<file path="src/rtl/mem_ctrl_pkg.sv">
// Shared types and constants for the IF/MEM byte-serialising memory controller.
package mem_ctrl_pkg;

  localparam int unsigned REG_BUS_W     = 32;
  localparam int unsigned BYTE_W        = 8;
  localparam int unsigned CNT_W         = 3;
  localparam int unsigned RAM_AW_DEF    = 17;

  typedef logic [REG_BUS_W-1:0] reg_bus_t;
  typedef logic [REG_BUS_W-1:0] inst_bus_t;

  localparam reg_bus_t ZERO_WORD = 32'h0000_0000;
  localparam logic     ENABLED   = 1'b1;
  localparam logic     DISABLED  = 1'b0;

  localparam logic [1:0] SIZE_BYTE = 2'b00;
  localparam logic [1:0] SIZE_HALF = 2'b01;
  localparam logic [1:0] SIZE_WORD = 2'b10;

  typedef enum logic [2:0] {
    IDLE   = 3'd0,
    IF_RD  = 3'd1,
    MEM_RD = 3'd2,
    MEM_WR = 3'd3,
    DONE   = 3'd4
  } state_e;

  // Latched request attributes kept for the whole operation.
  typedef struct packed {
    logic       is_mem;
    logic [1:0] size;
  } req_t;

  function automatic logic [CNT_W-1:0] byte_count(input logic is_mem, input logic [1:0] size);
    if (!is_mem) return CNT_W'(4);
    case (size)
      SIZE_BYTE: return CNT_W'(1);
      SIZE_HALF: return CNT_W'(2);
      default:   return CNT_W'(4);
    endcase
  endfunction

endpackage

</file>
<file path="src/rtl/mem_ctrl_byte_buf.sv">
// 4-byte assembly register: whole-word load, per-lane byte write, byte read mux.
module mem_byte_buf
  import mem_ctrl_pkg::*;
(
  input  logic                 clk,
  input  logic                 rst,
  input  logic                 load_i,
  input  reg_bus_t             load_data_i,
  input  logic                 wr_en_i,
  input  logic [1:0]           wr_idx_i,
  input  logic [BYTE_W-1:0]    wr_byte_i,
  input  logic [1:0]           rd_idx_i,
  output logic [BYTE_W-1:0]    rd_byte_c_o,
  output reg_bus_t             word_o
);

  reg_bus_t word_q;

  always_ff @(posedge clk) begin
    if (rst) begin
      word_q <= ZERO_WORD;
    end else if (load_i) begin
      word_q <= load_data_i;
    end else if (wr_en_i) begin
      word_q[BYTE_W*wr_idx_i +: BYTE_W] <= wr_byte_i;
    end
  end

  assign rd_byte_c_o = word_q[BYTE_W*rd_idx_i +: BYTE_W];
  assign word_o      = word_q;

endmodule

</file>
<file path="src/rtl/mem_ctrl.sv">
// Arbitrates IF fetches and MEM loads/stores (MEM first) onto an 8-bit RAM bus.
module mem_ctrl
  import mem_ctrl_pkg::*;
#(
  parameter int unsigned RAM_AW = RAM_AW_DEF
) (
  input  logic               clk,
  input  logic               rst,
  input  logic               if_req_i,
  input  reg_bus_t           if_addr_i,
  output inst_bus_t          if_inst_o,
  output logic               if_done_o,
  input  logic               mem_req_i,
  input  logic               mem_we_i,
  input  logic [1:0]         mem_size_i,
  input  reg_bus_t           mem_addr_i,
  input  reg_bus_t           mem_wdata_i,
  output reg_bus_t           mem_rdata_o,
  output logic               mem_done_o,
  output logic               busy_o,
  input  logic [BYTE_W-1:0]  ram_din_i,
  output logic [BYTE_W-1:0]  ram_dout_o,
  output logic [RAM_AW-1:0]  ram_addr_o,
  output logic               ram_wr_o
);

  state_e              state_q, state_d;
  req_t                req_q, req_d;
  logic [RAM_AW-1:0]   base_q, base_d;
  logic [CNT_W-1:0]    cnt_q, cnt_d;
  logic [RAM_AW-1:0]   ram_addr_q, ram_addr_d;
  logic [BYTE_W-1:0]   ram_dout_q, ram_dout_d;
  logic                ram_wr_q, ram_wr_d;
  logic                if_done_q, if_done_d;
  logic                mem_done_q, mem_done_d;

  logic                buf_load, buf_wr_en;
  reg_bus_t            buf_load_data, buf_word;
  logic [1:0]          buf_wr_idx, buf_rd_idx;
  logic [BYTE_W-1:0]   buf_rd_byte;

  logic [CNT_W-1:0]    n_bytes, cnt_inc;
  logic [RAM_AW-1:0]   next_addr;
  logic                unused_addr_hi;

  assign n_bytes   = byte_count(req_q.is_mem, req_q.size);
  assign cnt_inc   = cnt_q + CNT_W'(1);
  assign next_addr = base_q + RAM_AW'(cnt_inc);
  assign unused_addr_hi = ^{if_addr_i[REG_BUS_W-1:RAM_AW], mem_addr_i[REG_BUS_W-1:RAM_AW]};

  mem_byte_buf u_buf (
    .clk         (clk),
    .rst         (rst),
    .load_i      (buf_load),
    .load_data_i (buf_load_data),
    .wr_en_i     (buf_wr_en),
    .wr_idx_i    (buf_wr_idx),
    .wr_byte_i   (ram_din_i),
    .rd_idx_i    (buf_rd_idx),
    .rd_byte_c_o (buf_rd_byte),
    .word_o      (buf_word)
  );

  always_ff @(posedge clk) begin
    if (rst) begin
      state_q    <= IDLE;
      req_q      <= '0;
      base_q     <= '0;
      cnt_q      <= '0;
      ram_addr_q <= '0;
      ram_dout_q <= '0;
      ram_wr_q   <= DISABLED;
      if_done_q  <= DISABLED;
      mem_done_q <= DISABLED;
    end else begin
      state_q    <= state_d;
      req_q      <= req_d;
      base_q     <= base_d;
      cnt_q      <= cnt_d;
      ram_addr_q <= ram_addr_d;
      ram_dout_q <= ram_dout_d;
      ram_wr_q   <= ram_wr_d;
      if_done_q  <= if_done_d;
      mem_done_q <= mem_done_d;
    end
  end

  // Bus outputs are computed one cycle ahead so each byte appears registered.
  always_comb begin
    state_d       = state_q;
    req_d         = req_q;
    base_d        = base_q;
    cnt_d         = cnt_q;
    ram_addr_d    = '0;
    ram_dout_d    = '0;
    ram_wr_d      = DISABLED;
    if_done_d     = DISABLED;
    mem_done_d    = DISABLED;
    buf_load      = DISABLED;
    buf_load_data = ZERO_WORD;
    buf_wr_en     = DISABLED;
    buf_wr_idx    = 2'(cnt_q - CNT_W'(1));
    buf_rd_idx    = 2'(cnt_inc);

    case (state_q)
      IDLE: begin
        cnt_d = '0;
        if (mem_req_i) begin
          state_d       = mem_we_i ? MEM_WR : MEM_RD;
          req_d.is_mem  = ENABLED;
          req_d.size    = mem_size_i;
          base_d        = mem_addr_i[RAM_AW-1:0];
          ram_addr_d    = mem_addr_i[RAM_AW-1:0];
          ram_wr_d      = mem_we_i;
          ram_dout_d    = mem_we_i ? mem_wdata_i[BYTE_W-1:0] : '0;
          buf_load      = ENABLED;
          buf_load_data = mem_we_i ? mem_wdata_i : ZERO_WORD;
        end else if (if_req_i) begin
          state_d       = IF_RD;
          req_d.is_mem  = DISABLED;
          req_d.size    = SIZE_WORD;
          base_d        = if_addr_i[RAM_AW-1:0];
          ram_addr_d    = if_addr_i[RAM_AW-1:0];
          buf_load      = ENABLED;
        end
      end
      // Address for byte k goes out while byte k-1 returns from RAM.
      IF_RD, MEM_RD: begin
        buf_wr_en = (cnt_q != '0);
        if (cnt_q == n_bytes) begin
          state_d    = DONE;
          if_done_d  = !req_q.is_mem;
          mem_done_d = req_q.is_mem;
        end else begin
          cnt_d = cnt_inc;
          if (cnt_inc < n_bytes) ram_addr_d = next_addr;
        end
      end
      MEM_WR: begin
        if (cnt_inc == n_bytes) begin
          state_d    = DONE;
          mem_done_d = ENABLED;
        end else begin
          cnt_d      = cnt_inc;
          ram_wr_d   = ENABLED;
          ram_addr_d = next_addr;
          ram_dout_d = buf_rd_byte;
        end
      end
      DONE:    state_d = IDLE;
      default: state_d = IDLE;
    endcase
  end

  assign busy_o = (state_q == MEM_RD) || (state_q == MEM_WR) ||
                  ((state_q == IDLE) && mem_req_i) ||
                  ((state_q == DONE) && req_q.is_mem);

  assign if_inst_o   = buf_word;
  assign mem_rdata_o = buf_word;
  assign if_done_o   = if_done_q;
  assign mem_done_o  = mem_done_q;
  assign ram_addr_o  = ram_addr_q;
  assign ram_dout_o  = ram_dout_q;
  assign ram_wr_o    = ram_wr_q;

endmodule
</file>
<file path="config.mk">
export PLATFORM = sky130hd
export DESIGN_NAME = mem_ctrl
export DESIGN_NICKNAME = d
export VERILOG_FILES = /design/src/rtl/mem_ctrl_pkg.sv /design/src/rtl/mem_ctrl_byte_buf.sv /design/src/rtl/mem_ctrl.sv
export SDC_FILE = /design/constraint.sdc
export NUM_CORES = 1
export LEC_CHECK = 0
export CORE_UTILIZATION = 30
export DETAILED_ROUTE_END_ITERATION = 10
export PLACE_DENSITY = 0.68
export SLEW_MARGIN = 10
export SYNTH_ARGS = -nofsm -noshare
export SYNTH_HDL_FRONTEND = slang
export SYNTH_SLANG_ARGS = --single-unit
</file>
<file path="constraint.sdc">
create_clock -name clk -period 5.2 [get_ports clk]
set_input_delay 0.78 -clock clk [delete_from_list [all_inputs] [get_ports clk]]
set_output_delay 0.78 -clock clk [all_outputs]
set_load 0.02 [all_outputs]
</file>
==> out/qor.csv, run 1 <==
metric,value,unit
die_x,124,um
wirelength,14100,um
clock_sinks,86,
cts_tree,built,
synth.net_count,617,
crit_slowest_cell,ha_1,
gr-total-overflow,0,
cts_setup_buffers,0,
antenna_found_initial,0,
synthXorXnorAreaFrac,3.50,%
synth_mux_area_share,8.17,%
grt_use_total,18.5,%
synth_area_per_cell,9.06,um2
yosysTopAreaCellShare,38.5,%
grt_first_pass_wirelength,21700,um
power_leakage,2.40,nW
r2r-start,cnt_q[0],
fin_area,6430,um2
synth_top_family_by_area,simple AND/OR/NAND/NOR gates,
r2r_slack,1430,ps
worstHoldStart,base_q[15],
fp.dieH,124,um
hold_buffers,0,
wl_per_cell,17.4,um
setup_tns,0,ps
post-place-ws,1420,ps
synth_compound_area_share,18.0,%
synth_edf_count,0,
slew_viol_final,0,
yosysMostFrequentCell,dfxtp_1,
reg2reg_depth,6,
grt_pass1_vias,4208,
rsz0062_at_grt,false,
clock_tree.buffer_depth,2,
ys_warn_count,0,
r2r_end,u_buf.word_o[13],
synth_ff_type,dfxtp_1,
drc,0,
ioPinCount,204,
critical_path_required,5440,ps
cts_resized,0,
num_rows,44,
cts_buffers,9,
crit_arrival,4000,ps
die_area,15400,um2
synth_commonest_cells,"dfxtp_1, nor2_1, buf_4",
cap_violations,0,
fmaxAchievable,265,MHz
critical_path_class,flop to flop,
drtIter0Drc,419,
firstDrtPassIters,7,
drive_above_1_share,6.98,%
postPlaceCellArea,6120,um2
instances_no_fill,814,
yosys_register_bits,86,
status,completed,
clkTransAtPathRegs,60,ps
ys_seq_area_share,38.5,%
skew,11.7,ps
area_growth,43.8,%
holdPathStages,2,
syn_inst,494,
irDropWorstVdd,185,uV
yosys.area_share.simple,19.0,%
fillers,1403,
period_minus_slack,3770,ps
final-setup-viol-count,0,
min-delay-path-class,flop to flop,
hold_violations,0,
dp.cells,798,
critPathLaunchType,flop,
synth_area,4470,um2
synthDistinctLibCells,55,
worstPathCellList,inv_1 > ha_1 > nand2_1 > nor4_2 > a22oi_1 > a211oi_1,
start_util,30.8,%
worst_slack,1430,ps
synth.top_cells.by_area,"dfxtp_1, nor2_1, buf_4",
slowest_delay,1000,ps
ctsRootBufferMaster,clkbuf_16,
vias_per_cell,5.36,
grt_start_max_net_pins,55,
hold_ws,499,ps
finalWeightedCongestion,0.883,
yosysTopAreaCell,dfxtp_1,
synthAdderAreaFrac,3.52,%
endpoint_kind,flop,
relSlewSlack,24.2,%
min_to,base_q[15],
finalCritPeriodShare,72.5,%
cp_max_fo,19,
worst_pin_slew,1130,ps
clk_latency,340,ps
diodes,0,
core,14500,um2
io_buffers,173,
drtAntennaViolNets,0,
nets,748,
hpwlAfterDp,10200,um
p_per_area,481,nW/um2
htreeDepth,3,
vias,4367,
synthArstFlopShare,0,%
## power by group
| part | total (mW) | internal (mW) | switching, mW |
|---|---|---|---|
| registers | 0.998 | 0.816 | 0.183 |
| clock network | 0.688 | 0.433 | 0.255 |
| logic | 1.41 | 0.631 | 0.777 |
## final cells by class
type | count | area (um2) | area share, %
Multi-Input combinational cell | 332 | 2330 | 36.3
Timing Repair Buffer | 178 | 1760 | 27.4
Sequential cell | 86 | 1720 | 26.8
Clock buffer | 12 | 246 | 3.83
Tap cell | 184 | 230 | 3.58
Clock inverter | 4 | 70.1 | 1.09
Inverter | 18 | 67.6 | 1.05
## worst max-delay path, delay by kind of cell, from the launching register on
| kind | cells | cell delay [ps] |
|---|---|---|
| simple gates | 2 | 1030 |
| fa+ha+maj | 1 | 1000 |
| flops | 1 | 930 |
| compound gates | 2 | 460 |
| buf+inv | 1 | 250 |
## placed cells by master, fill, tap and decap left out, types with 3 or more instances in the layout
cell               n
o21ai_0            6
or3_1              3
inv_1             17
nand2b_1           4
o22ai_1           14
ha_1              11
nand3_1            9
buf_4              5
a21oi_1           16
a221oi_1          16
xor2_1            12
nor2b_1            9
xnor2_1            4
nor2_1            72
mux4_2             8
a21o_1             3
clkbuf_16          9
dfxtp_1           86
a222oi_1           7
nand2_1           19
a211oi_1          23
a22oi_1           17
clkdlybuf4s50_1  172
mux2i_1           17
nor4_2             3
nand2_2            3
nor3_1            24
## metal layers
metal	track usage (%)	share of wire, %	vias up
met4	8.48	2.2	0
met3	2.88	8.0	26
met1	21.8	41	2051
li1	-	-	2043
met2	32.9	49	247
met5	0	0	-
## metrics by stage
stage / power, mW / util, %
floorplan: 1.89 / -
global placement: 2.38 / 42.1
detailed placement: 2.41 / 42.1
CTS: 3.11 / 44.3
global route: 3.29 / 44.3
finish: 3.09 / 44.3
## flip-flops by register name (all words and copies together) (netlist names)
name and cells:
state_q 3, mem_done_o 1, ram_addr_o 17, u_buf.word_o 32, base_q 17, if_done_o 1, req_q 3, cnt_q 3
ram_wr_o 1, ram_dout_o 8
## cells by family (layout without fill, tap and decap cells)
family / Yosys count / count (layout)
muxes: 26 / 26
buffers and inverters: 76 / 212
AOI/OAI and AO/OA: 111 / 111
and+or+nand+nor: 166 / 166
adders and majority gates: 12 / 12
DFF: 86 / 86
xor gates and xnor gates: 17 / 17
## worst max path at each step
stage               depth (start not counted)  slack (ps)               end     start
floorplan                                  11        2500     ram_addr_o[1]  cnt_q[0]
global placement                            9        1450    ram_addr_o[16]  cnt_q[0]
detailed placement                          6        1420   u_buf.word_o[9]  cnt_q[0]
CTS                                         6        1400   u_buf.word_o[9]  cnt_q[0]
global route                                9        1110          cnt_q[0]  cnt_q[0]
finish                                      6        1430  u_buf.word_o[13]  cnt_q[0]
Note: power is estimated with default switching activity, not from simulation.
==> run 2: changes to the inputs <==
Clock period 5.2 ns to 3.47 ns, I/O delays scaled along.
==> run 2 against run 1 <==
Cell area up 0.68%. Count of clock-buffer cells in the layout shrank 1. Global-route usage rose by 0.34 points. Critical endpoint is now ram_addr_o[1]. Clock skew fell by 4.0 ps. First-iteration DRC count is 13% higher. Combinational power up 53%. Setup slack worse by 980 ps. Largest cell class unchanged.
==> out/qor.csv, run 2 (synthesis results as in run 1) <==
metric,value,unit
status,completed,
critical_path_class,flop to flop,
nets,753,
core,14500,um2
finalWeightedCongestion,0.878,
fillers,1390,
cap_violations,0,
p_clk_share,22.4,%
gr-total-overflow,0,
hpwlAfterDp,10600,um
firstDrtPassIters,8,
grt_pass1_vias,4219,
p_switching,1.83,mW
area_growth,44.8,%
intPower,2.84,mW
clk_latency,340,ps
postPlaceCellArea,6160,um2
p_per_area,722,nW/um2
die_area,15400,um2
critPathLaunchType,flop,
num_rows,44,
seq_power_share,31.5,%
finalPower,4.68,mW
hold_violations,0,
irDropWorstVdd,292,uV
dp.cells,803,
wl_per_cell,17.6,um
antenna_found_initial,0,
hold_ws,509,ps
rsz0062_at_grt,false,
finalCritPeriodShare,87.0,%
instances_no_fill,818,
grt_use_total,18.9,%
die_x,124,um
period_minus_slack,3020,ps
wirelength,14400,um
cts_buffers,9,
htreeDepth,3,
clock_tree.buffer_depth,2,
worst_pin_slew,1180,ps
critical_path_required,3640,ps
cp_max_fo,14,
fin_area,6480,um2
fmaxAchievable,331,MHz
drive_above_1_share,7.89,%
power_switching_share,39.2,%
start_util,30.8,%
min-delay-path-class,flop to flop,
cts_setup_buffers,0,
vias_per_cell,5.34,
worst_slack,452,ps
crit_arrival,3180,ps
final-setup-viol-count,0,
skew,7.61,ps
vias,4370,
largest_register_ffs,32,
clock_sinks,86,
grt_start_max_net_pins,34,
ioPinCount,204,
layout_common_cells,"clkdlybuf4s50_1, dfxtp_1, nor2_1",
ctsRootBufferMaster,clkbuf_16,
drc,0,
layout_commonest_cell,clkdlybuf4s50_1,
endpoint_kind,flop,
relSlewSlack,20.6,%
hold_buffers,0,
fp.dieH,124,um
clkTransAtPathRegs,60,ps
cts_tree,built,
io_buffers,173,
combPwrFrac,46.1,%
setup_tns,0,ps
layout.core_utilization,44.6,%
drtAntennaViolNets,0,
post-place-ws,429,ps
slew_viol_final,0,
power_leakage,2.43,nW
grt_first_pass_wirelength,21900,um
cts_resized,0,
drtIter0Drc,473,
diodes,0,
-- run 2: changes by cell type in the layout (fill, tap and decap cells not counted), sizes merged --
| cell | previous run | this run |
|---|---|---|
| buf | 6 | 11 |
| clkbuf | 12 | 11 |
-- run 2: layout make-up --
cell class / instances / area, um2 / share of cell area (%)
repair buffers: 183 / 1800 / 27.8
well taps: 184 / 230 / 3.55
multi-input cells: 332 / 2330 / 36.0
flip-flops and latches: 86 / 1720 / 26.6
inverters: 18 / 67.6 / 1.04
clock buffers: 11 / 253 / 3.90
clock inverters: 4 / 70.1 / 1.08
-- run 2: worst max-delay path: stages, from the launching register on --
cell and delay [ps]:
dfxtp_1 420, nor2b_4 210, nor2b_1 160, ha_1 280
nor3_1 270, a21o_1 260, nor3_1 90, o21ai_1 920
o22ai_1 220
-- run 2: path summary, 6_finish.rpt --
| check | from | end | slack (ps) | cells past startpoint |
|---|---|---|---|---|
| worst min register to register | base_q[0] | base_q[0] | 510 | 2 |
| worst max-delay path | req_q[2] | ram_addr_o[1] | 450 | 8 |
| worst max register to register | req_q[2] | ram_addr_o[1] | 450 | 8 |
| worst min-delay path | base_q[0] | base_q[0] | 510 | 2 |
-- run 2: power by group through the flow --
stage               Clock [mW]  Combinational [mW]  Sequential [mW]
finish                    1.05                2.16             1.47
global placement             0                2.11             1.47
global route              1.12                2.34             1.51
detailed placement           0                2.16             1.49
CTS                       1.07                2.17             1.47
floorplan                    0                1.23             1.60
-- run 2: metal layers --
| layer | up-vias | track usage [%] | share of wire, % |
|---|---|---|---|
| met4 | 0 | 8.71 | 2.3 |
| met1 | 2037 | 21.5 | 40 |
| li1 | 2047 | - | - |
| met3 | 27 | 3.80 | 9.0 |
| met2 | 259 | 33.7 | 49 |
| met5 | - | 0 | 0 |
==> run 3: changes to the inputs <==
Settings changed: CTS_CLUSTER_DIAMETER from default to 80.
==> results of run 3 <==
Same layout as run 2: the final DEF is identical, and so are final timing and power.
